$ cat config.mk
export PLATFORM = sky130hd
export DESIGN_NAME = isa_set_slice_flat
export DESIGN_NICKNAME = d
export VERILOG_FILES = /design/src/rtl/isa_pkg.sv /design/src/rtl/isa_set_slice_if.sv /design/src/rtl/isa_slice_merge.sv /design/src/rtl/isa_set_slice.sv /design/src/flat_wrapper.sv
export SDC_FILE = /design/constraint.sdc
export NUM_CORES = 1
export LEC_CHECK = 0
export CAP_MARGIN = 20
export CORE_ASPECT_RATIO = 0.7
export CORE_MARGIN = 4
export CORE_UTILIZATION = 47
export DETAILED_ROUTE_END_ITERATION = 8
export PLACE_DENSITY = 0.83
export SYNTH_ARGS = -nofsm -noshare
export SYNTH_HDL_FRONTEND = slang
export SYNTH_SLANG_ARGS = --single-unit
$ cat constraint.sdc
create_clock -name clk -period 2.3 [get_ports clk]
set_input_delay 0.46 -clock clk [delete_from_list [all_inputs] [get_ports clk]]
set_output_delay 0.46 -clock clk [all_outputs]
set_load 0.1 [all_outputs]
$ cat src/rtl/isa_pkg.sv
// Shared ISA execution-unit definitions:
// mode encodings and the multi-cycle unit state enum.
package isa_pkg;

  localparam logic [1:0] MODE_KEEP = 2'd0;
  localparam logic [1:0] MODE_ZERO = 2'd1;
  localparam logic [1:0] MODE_SIGN = 2'd2;

  typedef enum logic [1:0] {
    ST_IDLE,
    ST_READ,
    ST_WRITE,
    ST_DONE
  } isa_state_t;

  function automatic logic mode_valid(input logic [1:0] m);
    return m != 2'd3;
  endfunction

endpackage

$ cat src/rtl/isa_set_slice_if.sv
// Register-file port shared by the ISA units:
// index, read/write strobes, write data and read data.
interface isa_set_slice_if #(
  parameter int XLEN  = 64,
  parameter int REG_W = 4
);

  logic [REG_W-1:0] reg_id;
  logic             reg_re;
  logic [XLEN-1:0]  reg_wd;
  logic             reg_we;
  logic [XLEN-1:0]  reg_out;

  modport master (
    output reg_id,
    output reg_re,
    output reg_wd,
    output reg_we,
    input  reg_out
  );

  modport slave (
    input  reg_id,
    input  reg_re,
    input  reg_wd,
    input  reg_we,
    output reg_out
  );

endinterface

$ cat src/rtl/isa_slice_merge.sv
// Combinational slice merge: places imm at slice pos
// of an XLEN word, keeping, zeroing or sign-filling.
import isa_pkg::*;

module isa_slice_merge #(
  parameter int XLEN  = 64,
  parameter int IMM_W = 16,
  parameter int POS_W = $clog2(XLEN/IMM_W)
) (
  input  logic [XLEN-1:0]  old,
  input  logic [IMM_W-1:0] imm,
  input  logic [POS_W-1:0] pos,
  input  logic [1:0]       mode,
  output logic [XLEN-1:0]  merged
);

  localparam int SH_W = $clog2(XLEN) + 1;

  logic [SH_W-1:0] sh;
  logic [XLEN-1:0] ext;
  logic [XLEN-1:0] field;
  logic [XLEN-1:0] mask;
  logic [XLEN-1:0] above;

  assign sh    = SH_W'(pos) * SH_W'(IMM_W);
  assign ext   = {{(XLEN-IMM_W){1'b0}}, imm};
  assign field = ext << sh;
  assign mask  = {{(XLEN-IMM_W){1'b0}}, {IMM_W{1'b1}}} << sh;
  // top slice shifts by XLEN, leaving nothing above
  assign above = {XLEN{1'b1}} << (sh + SH_W'(IMM_W));

  // select the merge rule for the requested mode
  always_comb begin
    merged = '0;
    case (mode)
      MODE_KEEP: merged = (old & ~mask) | field;
      MODE_ZERO: merged = field;
      MODE_SIGN: merged = field | (imm[IMM_W-1] ? above : '0);
      default:   merged = '0;
    endcase
  end

endmodule

$ cat src/rtl/isa_set_slice.sv
// Immediate-to-slice set unit: writes imm into a
// runtime-selected slice of a register via the regfile port.
import isa_pkg::*;

module isa_set_slice #(
  parameter int XLEN  = 64,
  parameter int IMM_W = 16,
  parameter int REG_W = 4,
  parameter int POS_W = $clog2(XLEN/IMM_W)
) (
  input  logic             clk,
  input  logic             rst_n,
  input  logic             enabled,
  input  logic [REG_W-1:0] r0,
  input  logic [IMM_W-1:0] imm,
  input  logic [POS_W-1:0] pos,
  input  logic [1:0]       mode,
  isa_set_slice_if.master  rf,
  output logic             finished,
  output logic             error
);

  localparam int SLICES = XLEN / IMM_W;

  if (XLEN % IMM_W != 0) begin : g_bad_div
    $error("XLEN must be a multiple of IMM_W");
  end
  if (SLICES < 2 || (SLICES & (SLICES - 1)) != 0) begin : g_bad_pow2
    $error("XLEN/IMM_W must be a power of two >= 2");
  end

  isa_state_t       state_q, state_d;
  logic [REG_W-1:0] r0_q, r0_d;
  logic [IMM_W-1:0] imm_q, imm_d;
  logic [POS_W-1:0] pos_q, pos_d;
  logic [1:0]       mode_q, mode_d;
  logic             re_q, re_d;
  logic             we_q, we_d;
  logic [XLEN-1:0]  wd_q, wd_d;
  logic             fin_q, fin_d;
  logic             err_q, err_d;

  logic             idle;
  logic [IMM_W-1:0] m_imm;
  logic [POS_W-1:0] m_pos;
  logic [1:0]       m_mode;
  logic [XLEN-1:0]  merged;

  // in IDLE the live inputs feed the merge so ZERO/SIGN write next edge
  assign idle   = (state_q == ST_IDLE);
  assign m_imm  = idle ? imm  : imm_q;
  assign m_pos  = idle ? pos  : pos_q;
  assign m_mode = idle ? mode : mode_q;

  isa_slice_merge #(
    .XLEN  (XLEN),
    .IMM_W (IMM_W),
    .POS_W (POS_W)
  ) u_merge (
    .old    (rf.reg_out),
    .imm    (m_imm),
    .pos    (m_pos),
    .mode   (m_mode),
    .merged (merged)
  );

  // state and registered outputs
  always_ff @(posedge clk or negedge rst_n) begin
    if (!rst_n) begin
      state_q <= ST_IDLE;
      r0_q    <= '0;
      imm_q   <= '0;
      pos_q   <= '0;
      mode_q  <= MODE_KEEP;
      re_q    <= 1'b0;
      we_q    <= 1'b0;
      wd_q    <= '0;
      fin_q   <= 1'b0;
      err_q   <= 1'b0;
    end else begin
      state_q <= state_d;
      r0_q    <= r0_d;
      imm_q   <= imm_d;
      pos_q   <= pos_d;
      mode_q  <= mode_d;
      re_q    <= re_d;
      we_q    <= we_d;
      wd_q    <= wd_d;
      fin_q   <= fin_d;
      err_q   <= err_d;
    end
  end

  // next-state and next-output logic
  always_comb begin
    state_d = state_q;
    r0_d    = r0_q;
    imm_d   = imm_q;
    pos_d   = pos_q;
    mode_d  = mode_q;
    re_d    = re_q;
    we_d    = we_q;
    wd_d    = wd_q;
    fin_d   = fin_q;
    err_d   = err_q;
    unique case (state_q)
      ST_IDLE: begin
        if (enabled) begin
          r0_d   = r0;
          imm_d  = imm;
          pos_d  = pos;
          mode_d = mode;
          unique case (1'b1)
            (mode == MODE_KEEP): begin
              re_d    = 1'b1;
              state_d = ST_READ;
            end
            (mode == MODE_ZERO),
            (mode == MODE_SIGN): begin
              wd_d    = merged;
              we_d    = 1'b1;
              state_d = ST_WRITE;
            end
            default: begin
              fin_d   = 1'b1;
              err_d   = !mode_valid(mode);
              state_d = ST_DONE;
            end
          endcase
        end
      end
      ST_READ: begin
        re_d = 1'b0;
        if (!enabled) begin
          we_d    = 1'b0;
          fin_d   = 1'b0;
          err_d   = 1'b0;
          state_d = ST_IDLE;
        end else begin
          wd_d    = merged;
          we_d    = 1'b1;
          state_d = ST_WRITE;
        end
      end
      ST_WRITE: begin
        we_d = 1'b0;
        re_d = 1'b0;
        if (!enabled) begin
          fin_d   = 1'b0;
          err_d   = 1'b0;
          state_d = ST_IDLE;
        end else begin
          fin_d   = 1'b1;
          state_d = ST_DONE;
        end
      end
      ST_DONE: begin
        if (!enabled) begin
          fin_d   = 1'b0;
          err_d   = 1'b0;
          state_d = ST_IDLE;
        end
      end
      default: state_d = ST_IDLE;
    endcase
  end

  assign rf.reg_id = r0_q;
  assign rf.reg_re = re_q;
  assign rf.reg_we = we_q;
  assign rf.reg_wd = wd_q;
  assign finished  = fin_q;
  assign error     = err_q;

endmodule

$ cat src/flat_wrapper.sv
// flat-port wrapper written by rule: the top's interface ports become plain ports
module isa_set_slice_flat 
#(
  parameter int XLEN  = 64,
  parameter int IMM_W = 16,
  parameter int REG_W = 4,
  parameter int POS_W = $clog2(XLEN/IMM_W)
)
  (clk, rst_n, enabled, r0, imm, pos, mode, finished, error, rf_reg_id, rf_reg_re, rf_reg_wd, rf_reg_we, rf_reg_out);
  isa_set_slice_if #(.XLEN(XLEN), .REG_W(REG_W)) rf_i ();
  input  logic clk;
  input  logic rst_n;
  input  logic enabled;
  input  logic [REG_W-1:0] r0;
  input  logic [IMM_W-1:0] imm;
  input  logic [POS_W-1:0] pos;
  input  logic [1:0] mode;
  output logic finished;
  output logic error;
  output wire logic [$bits(rf_i.reg_id)-1:0] rf_reg_id;
  output wire logic [$bits(rf_i.reg_re)-1:0] rf_reg_re;
  output wire logic [$bits(rf_i.reg_wd)-1:0] rf_reg_wd;
  output wire logic [$bits(rf_i.reg_we)-1:0] rf_reg_we;
  input wire logic [$bits(rf_i.reg_out)-1:0] rf_reg_out;
  assign rf_reg_id = rf_i.reg_id;
  assign rf_reg_re = rf_i.reg_re;
  assign rf_reg_wd = rf_i.reg_wd;
  assign rf_reg_we = rf_i.reg_we;
  assign rf_i.reg_out = rf_reg_out;
  isa_set_slice #(.XLEN(XLEN), .IMM_W(IMM_W), .REG_W(REG_W), .POS_W(POS_W)) u_core (.clk(clk), .rst_n(rst_n), .enabled(enabled), .r0(r0), .imm(imm), .pos(pos), .mode(mode), .rf(rf_i), .finished(finished), .error(error));
endmodule
==> Word-level counts from Yosys, hierarchy flattened <==
Cells that the tools add are included.
{ "classes": {"addsub": 1, "eq_ne": 16, "shift": 3, "muxes": 29, "n_bitwise": 4, "reduce_logical": 19} }
{ "ops": {"columns": ["cell", "n"], "rows": [
  ["$mux W64", 4],
  ["$pmux W64 S3", 1],
  ["$or A64 B64 Y64", 2],
  ["$pmux W64 S2", 1],
  ["$and A64 B64 Y64", 1],
  ["$not A64 Y64", 1],
  ["$shl A16 B6 Y64", 1],
  ["$shl A16 B6 Y64 const A", 1],
  ["$shl A64 B7 Y64 const A", 1],
  ["$ne A2 B2 Y1 const B", 9],
  ["$mux W16", 1],
  ["$mux W2", 6],
  ["$reduce_and A3 Y1", 4],
  ["$mux W1", 10],
  ["$eq A2 B2 Y1 const B", 4],
  ["$pmux W2 S4", 1],
  ["$add A6 B5 Y7 const B", 1],
  ["$eq A2 B1 Y1 const B", 3],
  ["$logic_not A2 Y1", 3],
  ["$pmux W1 S3", 2],
  ["$reduce_or A2 Y1", 3],
  ["$reduce_or A3 Y1", 2],
  ["$pmux W1 S2", 2],
  ["$pmux W2 S2", 1],
  ["other kinds (5)", 7]
]} }
{ "word_totals": {"ff_bits": 94, "output_inout_bits": 72, "wordCells": 82} }

==> Depth between registers and ports, before layout <==
Gate-level depths: netlist of the first run.
{ "depth": {"depth_word": 10, "ltp_mapped": 10} }

==> By module <==
From an unflattened synthesis of the first run, not the netlist that was laid out.
{ "unflattened": {"cells_unflattened": 501, "hier_area_um2": 5990.7} }
{ "by_module_without_submodules": {"columns": ["mod", "instances", "cells_per_inst", "area_per_inst_um2"], "rows": [
  ["isa_set_slice", 1, 262, 4287.9],
  ["isa_slice_merge", 1, 239, 1702.9]
]} }

==> Least setup slack after synthesis of the first run <==
OpenSTA, ideal clock, no wires.
{ "synth_timing": {"path_kind": "register to register", "startpoint": "register u_core.state_q[0]", "endpoint": "register u_core.wd_q[20], in the netlist u_core.rf.reg_wd[20]", "setup_time_ns": 0.127, "t_arrival_ns": 1.904, "path_slack_ns": 0.269, "stages_incl_launch_ff": 11, "n_path_buf": 3, "synth_period_minus_slack_ns": 2.031, "path_cell_list": "dfrtp_1 inv_1 ha_1 buf_6 mux2_2 and2_1 buf_2 buf_2 nand2_1 a2bb2oi_1 o21ai_1"} }
{ "synth_via": {"elab_chain_len": 10, "word_cells_on_any_way": 27, "classes_between": "add/sub (1); eq/ne (6); shift (3); mux (9); bitwise (4); reduce/logical (4)"} }
{ "synth_lines": {"columns": ["item", "line", "source"], "rows": [
  ["from (decl)", "isa_set_slice.sv:32", "isa_state_t state_q, state_d;"],
  ["from (signal assigned)", "isa_set_slice.sv:81", "state_q <= state_d;"],
  ["$logic_not A2 Y1", "isa_set_slice.sv:50, isa_set_slice.sv:106", null],
  ["$mux W2", "isa_set_slice.sv:52", "assign m_pos = idle ? pos : pos_q;"],
  ["$add A6 B5 Y7 / $shl A16 B6 Y64 (equally long branches)", "isa_slice_merge.sv:30, isa_slice_merge.sv:28", null],
  ["$shl A64 B7 Y64 / $not A64 Y64 (equally long branches)", "isa_slice_merge.sv:30, isa_slice_merge.sv:36", null],
  ["$mux W64 / $and A64 B64 Y64 (equally long branches)", "isa_slice_merge.sv:38, isa_slice_merge.sv:36", null],
  ["$or A64 B64 Y64 (on tied branches)", "isa_slice_merge.sv:38, isa_slice_merge.sv:36", null],
  ["$pmux W64 S3", "isa_slice_merge.sv:35", "case (mode)"],
  ["$mux W64", "isa_set_slice.sv:113", "unique case (1'b1)"],
  ["$mux W64", "isa_set_slice.sv:108", "if (enabled) begin"],
  ["$pmux W64 S2", "isa_set_slice.sv:106", "unique case (state_q)"],
  ["to (signal assigned)", "isa_set_slice.sv:88", "wd_q <= wd_d;"],
  ["to (decl)", "isa_set_slice.sv:39", "logic [XLEN-1:0] wd_q, wd_d;"]
]} }
Several ways; a longest one is shown, not always the timed one. The select of a mux whose other input is x is not followed.
A chain may end at the register's enable or synchronous reset.

==> Worst setup path in the final report of the first run <==
{ "layout_timing": {"startpoint": "register u_core.state_q[1]", "endpoint": "register u_core.wd_q[60], in the netlist u_core.rf.reg_wd[60]"} }
The elaborated chain is that of the path after synthesis.

==> impl_metrics.py, run 1 <==
metrics = {
    "floorplanning": {
        "die_area_um2": 12420,
        "die_y_um": 94.45,
        "start_util_pct": 48.27,
        "die_w_um": 131.5,
        "rows": 31,
        "ios": 163,
        "core_um2": 10400,
    },
    "cts": {
        "clock_path_buffers": 2,
        "root_buffer": "clkbuf_16",
        "htreeDepth": 3,
        "hold_buffers": 0,
        "cts_tree": "built",
        "cts_buffers": 9,
        "clkSinkCount": 94,
        "clk_pin_slew_ns": 0.06,
        "clk_latency_ns": 0.35,
    },
    "global_route": {
        "grt_pass1_vias": 4765,
        "antenna_found_initial": 0,
        "grt_pass1_wl_um": 25380,
        "grtUsageTotal_pct": 26.26,
        "grt.overflow.total": 0,
        "grt_max_degree": 47,
    },
    "synth": {
        "synthMuxAreaShare_pct": 11.70,
        "ys_top_cells_by_count": "dfrtp_1 (94), nor2_1 (74), mux2_2 (41)",
        "netlist.area_leader.share_pct": 46.88,
        "synth_xor_area_share_pct": 0,
        "ys_types": 46,
        "synth.most_common_cell": "dfrtp_1",
        "synth_top_cell_by_area": "dfrtp_1",
        "avgSynthCellArea_um2": 10.34,
        "netlist_area_um2": 5017,
        "synth_compound_area_share_pct": 23.59,
        "yosys.area_share.adder_pct": 1.746,
        "synthArstFlopShare_pct": 100.0,
        "synth_area_leaders": "dfrtp_1 (47%), mux2_2 (9.2%), nor2_1 (5.5%)",
        "synth_top_family_by_area": "compound AO/OA/AOI/OAI gates",
        "netlist_instances": 485,
        "synthFlopType": "dfrtp_1",
        "yosys_register_bits": 94,
        "ys_seq_area_share_pct": 46.88,
        "yosys.area_share.simple_pct": 10.92,
        "synth_nets": 583,
        "yosysWarnings": 0,
        "synth_edf_count": 0,
    },
    "critical_path": {
        "setup.worst_path.end": "u_core.rf.reg_wd[60]$_DFFE_PN0P_",
        "r2r_slack_ns": 0.10,
        "arrival_ns": 2.44,
        "worstRegToRegCells": 9,
        "r2r_end": "u_core.rf.reg_wd[60]$_DFFE_PN0P_",
        "crit_fanout": 13,
        "worst-path-stages": 9,
        "r2r_start": "u_core.state_q[1]$_DFFE_PN0P_",
        "required_ns": 2.54,
        "cp_slowest_cell": "dfrtp_1",
        "startpoint": "u_core.state_q[1]$_DFFE_PN0P_",
        "crit_path_cell_trace": "inv_1 > ha_4 > buf_4 > and3b_1 > a31oi_4 > nand2b_1 > buf_12 > o221ai_1 > o21a_1",
        "max_stage_delay_ns": 0.42,
        "cp.buffers_inverters": 3,
        "end_kind": "flop",
        "crit_family": "buffers and inverters",
        "crit_type": "flop to flop",
        "crit_path_start_kind": "flop",
    },
    "finish": {
        "fin_cells": 800,
        "antenna_cells": 0,
        "postLayoutCoreUtil_pct": 68.78,
        "multi_input_area_um2": 2429,
        "fillCellCount": 792,
        "drive_above_1_share_pct": 28.29,
        "area_delta_synth_final_pct": 42.49,
        "final_nets": 761,
        "regArea_um2": 2352,
    },
    "run": {
        "cap_violations": 0,
    },
    "detailed_routing": {
        "drt-total-wl_um": 16320,
        "ant_nets": 0,
        "wl_per_cell_um": 20.40,
        "post-route-drc-count": 0,
        "via_count": 4739,
        "viasPerCell": 5.924,
        "dr.pass1.iters": 5,
        "drtIter0Drc": 484,
    },
    "sta": {
        "relSlewSlack_pct": 68.43,
        "fin_crit_ns": 2.196,
        "hold_viol_final": 0,
        "fmax_ghz": 0.4555,
        "setup_violations": 0,
        "drv_slew": 0,
        "rsz0062_at_grt": "no",
        "holdWs_ns": 0.02441,
        "finalWorstSetupSlack_ns": 0.1045,
        "tightest_slew_ns": 0.4604,
        "finClkSkew_ns": 0.005891,
        "fin_crit_sh_pct": 95.46,
    },
    "placed_design": {
        "place_ws_ns": -0.2052,
        "portBuffers": 162,
        "placed_cells": 783,
        "dp_hpwl_um": 12300,
        "globalplace.congestion": 0.9313,
    },
    "outcome": {
        "status": "finished, final reports clean",
    },
    "min_path": {
        "holdCritPathClass": "input pin to async pin",
    },
}
[cell families after synthesis]
logic type | count (synthesis)
AOI/OAI and AO/OA | 164
adders and majority gates | 7
buffers and inverters | 48
DFF | 94
muxes | 51
and+or+nand+nor | 121
[per-stage QoR]
step | setup TNS, ns | instance area, um2
floorplan | 0 | 5017
global placement | -4.787 | 6800
detailed placement | -6.940 | 6800
CTS | 0 | 7136
global route | 0 | 7149
finish | 0 | 7149
[layout make-up]
type                            instances  share of cell area [%]
Clock buffer                           10                   3.343
Timing Repair Buffer                  200                   25.52
Sequential cell                        94                   32.90
Tap cell                              132                   2.310
Inverter                               15                  0.7875
Clock inverter                          6                   1.173
Multi-Input combinational cell        343                   33.97
[worst register-to-register path, stage by stage, from the launching register on]
cell and delay (ns):
dfrtp_1 0.42, inv_1 0.15, ha_4 0.27, buf_4 0.20, and3b_1 0.21, a31oi_4 0.23, nand2b_1 0.20, buf_12 0.15
o221ai_1 0.12, o21a_1 0.13
[flip-flops by register name, summed over array words and instances, names as in the netlist]
| name | cells |
|---|---|
| u_core.mode_q | 2 |
| u_core.rf.reg_id | 4 |
| u_core.state_q | 2 |
| u_core.rf.reg_re | 1 |
| u_core.pos_q | 2 |
| u_core.rf.reg_we | 1 |
| u_core.error | 1 |
| u_core.imm_q | 16 |
| u_core.finished | 1 |
| u_core.rf.reg_wd | 64 |
[placed cells by master (no fill, tap or decap), drive strengths merged, types with 2 or more instances in the layout]
cell type,netlist,routed
and3b,2,2
clkbuf,5,10
nor2b,4,4
clkinv,0,3
nor2,76,76
a21oi,42,42
o21ai,16,16
bufinv,0,2
inv,15,16
nand2,22,22
a31oi,4,4
clkdlybuf4s50,0,89
nor3,4,4
nand3,2,2
ha,7,7
a22oi,19,19
buf,28,111
mux2,41,41
and2,4,4
o211ai,2,2
o21a,19,19
a221oi,14,14
o31ai,2,2
o221ai,18,18
a2bb2oi,2,2
nand2b,4,4
a22o,8,8
o22ai,13,13
o32ai,3,3
mux2i,10,10
dfrtp,94,94
and3,2,2
[per-layer routing]
metal  track usage [%]  wire, um  vias to the layer above  part of all wire [%]
met5                 0         0                        -                     0
li1                  -         -                     2134                     -
met4             7.343       289                        0                   1.8
met3             7.827      1429                       26                   8.8
met1             35.95      7135                     2334                    44
met2             40.99      7463                      245                    46
[worst min path at each step]
stage / from / end / slack (ns)
finish: rst_n / u_core.rf.reg_re$_DFFE_PN0P_ / 0.02
global route: rst_n / u_core.rf.reg_re$_DFFE_PN0P_ / 0.04
CTS: rst_n / u_core.rf.reg_re$_DFFE_PN0P_ / 0.04
detailed placement: rst_n / u_core.rf.reg_re$_DFFE_PN0P_ / 0.40
global placement: rst_n / u_core.rf.reg_re$_DFFE_PN0P_ / 0.40
floorplan: rst_n / u_core.error$_DFFE_PN0P_ / 0.16
[timing repair]
item                       4_1_cts  5_1_grt
gates resized for setup          2        3
setup endpoints to repair       12       12
setup buffers                    0        1
Power of run 1 is left out: the tool's default activity adds up to more than one toggle a clock period on the data nets, which glitch-free logic cannot reach.
==> run 2, diff against run 1 <==
--- a/config.mk
+++ b/config.mk
@@ -8,9 +8,9 @@
 export CAP_MARGIN = 20
 export CORE_ASPECT_RATIO = 0.7
 export CORE_MARGIN = 4
-export CORE_UTILIZATION = 47
+export CORE_UTILIZATION = 45
 export DETAILED_ROUTE_END_ITERATION = 8
-export PLACE_DENSITY = 0.83
+export PLACE_DENSITY = 0.8
 export SYNTH_ARGS = -nofsm -noshare
 export SYNTH_HDL_FRONTEND = slang
 export SYNTH_SLANG_ARGS = --single-unit
==> run 2 against run 1 <==
Compared with the run above: non-clock buffer count is 10 higher; utilization is 0.94 points lower; sequential cell count stayed put; die area is 4.1% higher; first-iteration DRC count is 15% lower; wire length is 3.6% higher; via count hardly changed; fmax hardly changed; sequential share of layout area is 0.27 points lower.
==> impl_metrics.py, run 2 (synthesis gave the netlist of run 1 again) <==
metrics = {
    "critical_path": {
        "r2r_start": "u_core.state_q[0]$_DFFE_PN0P_",
        "worst-path-stages": 8,
        "r2r_slack_ns": 0.11,
        "crit_type": "input pin to flop",
        "setup.worst_path.end": "u_core.rf.reg_wd[61]$_DFFE_PN0P_",
        "crit_family": "buffers and inverters",
        "r2r_end": "u_core.rf.reg_wd[61]$_DFFE_PN0P_",
        "crit_path_start_kind": "input pin",
        "startpoint": "mode[0]",
        "cp_slowest_cell": "clkdlybuf4s50_1",
        "crit_fanout": 25,
        "cp.buffers_inverters": 3,
        "end_kind": "flop",
        "arrival_ns": 2.43,
        "crit_path_cell_trace": "clkdlybuf4s50_1 > inv_1 > ha_1 > mux2_2 > and2_2 > buf_4 > o221ai_1 > o21a_1",
        "required_ns": 2.53,
        "worstRegToRegCells": 9,
        "max_stage_delay_ns": 0.50,
    },
    "detailed_routing": {
        "drtIter0Drc": 410,
        "post-route-drc-count": 0,
        "viasPerCell": 5.738,
        "ant_nets": 0,
        "via_count": 4740,
        "drt-total-wl_um": 16910,
        "wl_per_cell_um": 20.47,
        "dr.pass1.iters": 5,
    },
    "finish": {
        "final_common_cell": "buf_4",
        "fillCellCount": 856,
        "antenna_cells": 0,
        "drive_above_1_share_pct": 29.35,
        "postLayoutCoreUtil_pct": 67.84,
        "area_delta_synth_final_pct": 43.69,
        "final_nets": 771,
        "fin_cells": 826,
        "largest_register_ffs": 64,
        "most-common-layout-cells": "buf_4 (114), dfrtp_1 (94), clkdlybuf4s50_1 (89)",
    },
    "floorplanning": {
        "die_y_um": 96.35,
        "core_um2": 10630,
        "die_w_um": 134.2,
        "rows": 31,
        "die_area_um2": 12930,
        "ios": 163,
        "start_util_pct": 47.21,
    },
    "outcome": {
        "status": "finished, final reports clean",
    },
    "cts": {
        "clk_latency_ns": 0.34,
        "root_buffer": "clkbuf_16",
        "clk_pin_slew_ns": 0.07,
        "hold_buffers": 0,
        "cts_buffers": 9,
        "clkSinkCount": 94,
        "clock_path_buffers": 2,
        "cts_tree": "built",
        "htreeDepth": 3,
    },
    "sta": {
        "tightest_slew_ns": 0.5478,
        "totalNegativeSetupSlack_ns": 0,
        "hold_viol_final": 0,
        "holdWs_ns": 0.08283,
        "fin_crit_ns": 2.197,
        "rsz0062_at_grt": "no",
        "drv_slew": 0,
        "fin_crit_sh_pct": 95.53,
        "fmax_ghz": 0.4551,
        "finClkSkew_ns": 0.007144,
        "relSlewSlack_pct": 63.48,
        "setup_violations": 0,
    },
    "global_route": {
        "grtUsageTotal_pct": 25.91,
        "grt_pass1_wl_um": 25960,
        "grt_max_degree": 44,
        "grt_pass1_vias": 4745,
        "antenna_found_initial": 0,
        "grt.overflow.total": 0,
    },
    "placed_design": {
        "dp_hpwl_um": 12980,
        "portBuffers": 162,
        "placed_cells": 807,
        "globalplace.congestion": 0.8948,
    },
    "run": {
        "cap_violations": 0,
    },
    "min_path": {
        "holdCritPathClass": "input pin to async pin",
    },
}
## run 2: metal layers
metal	GRT usage, %	vias to the layer above	share of wire, %
met5	0	-	0
met1	35.93	2317	44
li1	-	2154	-
met2	40.76	255	46
met4	4.915	0	0.70
met3	7.889	14	9.6
## run 2: stage by stage
step / cell area (um2) / setup WS (ns)
floorplan: 5017 / 0.2694
global placement: 6868 / -0.1606
detailed placement: 6868 / -0.2329
CTS: 7183 / 0.09183
global route: 7209 / 0.003948
finish: 7209 / 0.1028
## run 2: worst min-delay path by stage
stage,from,to,slack (ns),depth (start not counted)
finish,rst_n,u_core.rf.reg_we$_DFFE_PN0P_,0.08,1
global route,rst_n,u_core.rf.reg_wd[43]$_DFFE_PN0P_,0.12,1
CTS,rst_n,u_core.rf.reg_id[2]$_DFFE_PN0P_,0.09,1
detailed placement,rst_n,u_core.rf.reg_we$_DFFE_PN0P_,0.45,1
global placement,rst_n,u_core.finished$_DFFE_PN0P_,0.45,1
floorplan,rst_n,u_core.error$_DFFE_PN0P_,0.16,0
## run 2: final cells by class
| cell class | instances | area (um2) | area share [%] |
|---|---|---|---|
| Inverter | 15 | 56.30 | 0.7810 |
| Sequential cell | 94 | 2352 | 32.63 |
| Timing Repair Buffer | 210 | 1887 | 26.17 |
| Clock buffer | 10 | 239.0 | 3.315 |
| Multi-Input combinational cell | 343 | 2429 | 33.69 |
| Tap cell | 148 | 185.2 | 2.569 |
| Clock inverter | 6 | 61.31 | 0.8504 |
## run 2: what timing repair did
item                       in CTS  in global routing
setup endpoints to repair      44                 18
gates cloned                    0                  0
hold endpoints to repair        0                  0
buffers inserted                0                  3
resized for setup               3                  2
## run 2: worst register-to-register path: stages (launching register included)
cell and delay (ns):
dfrtp_1 0.38, inv_1 0.15, ha_4 0.30, buf_4 0.20, and3b_1 0.20, a31oi_4 0.24
nand2b_1 0.15, buf_4 0.19, o221ai_1 0.16, o21a_1 0.14
Power of run 2 is left out for the same reason.
==> run 3, diff against run 2 <==
==> constraint.sdc (replaced) <==
create_clock -name clk -period 2.2 [get_ports clk]
set_input_delay 0.44 -clock clk [delete_from_list [all_inputs] [get_ports clk]]
set_output_delay 0.44 -clock clk [all_outputs]
set_load 0.1 [all_outputs]
==> run 3 against run 2 <==
Compared with the run above: first-iteration DRC count rose by 3.9%; global-route usage rose by 0.29 points; via count increased by 3.4%; critical path depth grew 1; setup slack worse by 0.079 ns; cell count is 1.1% higher; wire length is 1.7% higher; sequential cell count unchanged; die area stayed put; sequential share of layout area down 0.51 points; utilization grew 1.1 points; clock-buffer cell count increased by 2; critical endpoint is now u_core.rf.reg_wd[8]$_DFFE_PN0P_.
==> impl_metrics.py, run 3 (synthesis gave the netlist of run 1 again) <==
metrics = {
    "outcome": {
        "status": "finished, final reports clean",
    },
    "sta": {
        "holdWs_ns": 0.07945,
        "fin_crit_ns": 2.176,
        "fmax_ghz": 0.4596,
        "hold_viol_final": 0,
        "relSlewSlack_pct": 62.43,
        "rsz0062_at_grt": "yes",
        "fin_crit_sh_pct": 98.89,
        "setup_violations": 0,
        "finClkSkew_ns": 0.007924,
        "tightest_slew_ns": 0.5636,
        "drv_slew": 0,
    },
    "global_route": {
        "met3_usage_pct": 8.621,
        "grt.overflow.total": 0,
        "use_met2_pct": 40.47,
        "grt-busiest-layer": "met2",
        "grt_pass1_wl_um": 26080,
        "grt_max_degree": 43,
        "antenna_found_initial": 0,
        "grt_pass1_vias": 4873,
        "met1_usage_pct": 35.06,
        "grtUsageTotal_pct": 26.19,
    },
    "cts": {
        "root_buffer": "clkbuf_16",
        "htreeDepth": 3,
        "clk_latency_ns": 0.35,
        "clk_pin_slew_ns": 0.06,
        "clock_path_buffers": 2,
        "cts_tree": "built",
        "clkSinkCount": 94,
        "cts_buffers": 9,
        "hold_buffers": 0,
    },
    "detailed_routing": {
        "via_count": 4903,
        "viasPerCell": 5.872,
        "drt-total-wl_um": 17190,
        "wl_per_cell_um": 20.59,
        "post-route-drc-count": 0,
        "dr.pass1.iters": 6,
        "ant_nets": 0,
        "drtIter0Drc": 426,
    },
    "critical_path": {
        "crit_path_cell_trace": "clkdlybuf4s50_1 > inv_1 > ha_1 > mux2_2 > nand2_1 > buf_4 > buf_12 > a221oi_1 > nor2_1",
        "crit_fanout": 18,
        "end_kind": "flop",
        "startpoint": "mode[1]",
        "crit_type": "input pin to flop",
        "cp_slowest_cell": "clkdlybuf4s50_1",
        "max_stage_delay_ns": 0.52,
        "crit_path_start_kind": "input pin",
        "r2r_start": "u_core.state_q[1]$_DFFE_PN0P_",
        "required_ns": 2.42,
        "cp.buffers_inverters": 4,
        "crit_family": "buffers and inverters",
        "arrival_ns": 2.40,
    },
    "floorplanning": {
        "rows": 31,
        "die_area_um2": 12930,
        "start_util_pct": 47.21,
        "die_w_um": 134.2,
        "ios": 163,
        "die_y_um": 96.35,
        "core_um2": 10630,
    },
    "finish": {
        "fillCellCount": 815,
        "drive_above_1_share_pct": 29.99,
        "most-common-layout-cells": "buf_4 (119), dfrtp_1 (94), clkdlybuf4s50_1 (89)",
        "final_common_cell": "buf_4",
        "antenna_cells": 0,
        "largest_register_ffs": 64,
        "area_delta_synth_final_pct": 45.98,
        "final_nets": 780,
    },
    "run": {
        "cap_violations": 0,
    },
    "placed_design": {
        "globalplace.congestion": 0.8878,
        "dp_hpwl_um": 13210,
        "portBuffers": 162,
    },
    "min_path": {
        "holdCritPathClass": "input pin to async pin",
    },
}
run 3: cell count changes in the layout (fill, tap and decap cells not counted), sizes merged:
cell    change
clkbuf      +2
buf         +9
clkinv      -2
run 3: metal layers:
| metal | up-vias | routed length, um |
|---|---|---|
| met5 | - | 0 |
| met4 | 0 | 387 |
| met2 | 302 | 7746 |
| li1 | 2175 | - |
| met1 | 2395 | 7157 |
| met3 | 31 | 1898 |
run 3: cell type report:
class	count	area (um2)	area share (%)
inverter	15	56.30	0.7687
clock buffer	12	256.5	3.502
multi-input combinational	343	2432	33.21
clock inverter	4	55.05	0.7516
timing repair buffer	219	1987	27.13
tap	148	185.2	2.528
sequential	94	2352	32.11
run 3: through the flow:
stage | instance area [um2] | utilization, % | setup TNS (ns) | cells | setup slack [ns]
final | 7325 | 68.92 | 0 | 835 | 0.02431
after detailed placement | 6955 | 65.45 | -13.40 | 817 | -0.3275
after global placement | 6955 | 65.45 | -9.941 | 817 | -0.2480
after CTS | 7282 | 68.52 | 0 | 833 | 0.02480
after global routing | 7325 | 68.92 | -0.3388 | 835 | -0.03914
after floorplan | 5017 | - | 0 | 485 | 0.1694
run 3: path summary, 6_finish.rpt:
path | slack, ns | to | depth (start not counted)
min reg2reg | 0.49 | u_core.rf.reg_we$_DFFE_PN0P_ | 2
max in group asynchronous | 1.49 | u_core.rf.reg_wd[54]$_DFFE_PN0P_ | 2
min in group clk | 0.49 | u_core.rf.reg_we$_DFFE_PN0P_ | 2
max | 0.02 | u_core.rf.reg_wd[8]$_DFFE_PN0P_ | 9
min | 0.08 | u_core.finished$_DFFE_PN0P_ | 1
max reg2reg | 0.08 | u_core.rf.reg_wd[62]$_DFFE_PN0P_ | 8
run 3: timing repair:
action | 4_1_cts | 5_1_grt
setup buffers | 0 | 2
pin swaps | 0 | 1
endpoints found under the setup margin | 51 | 26
resized for setup | 3 | 5
Power of run 3 is left out for the same reason.
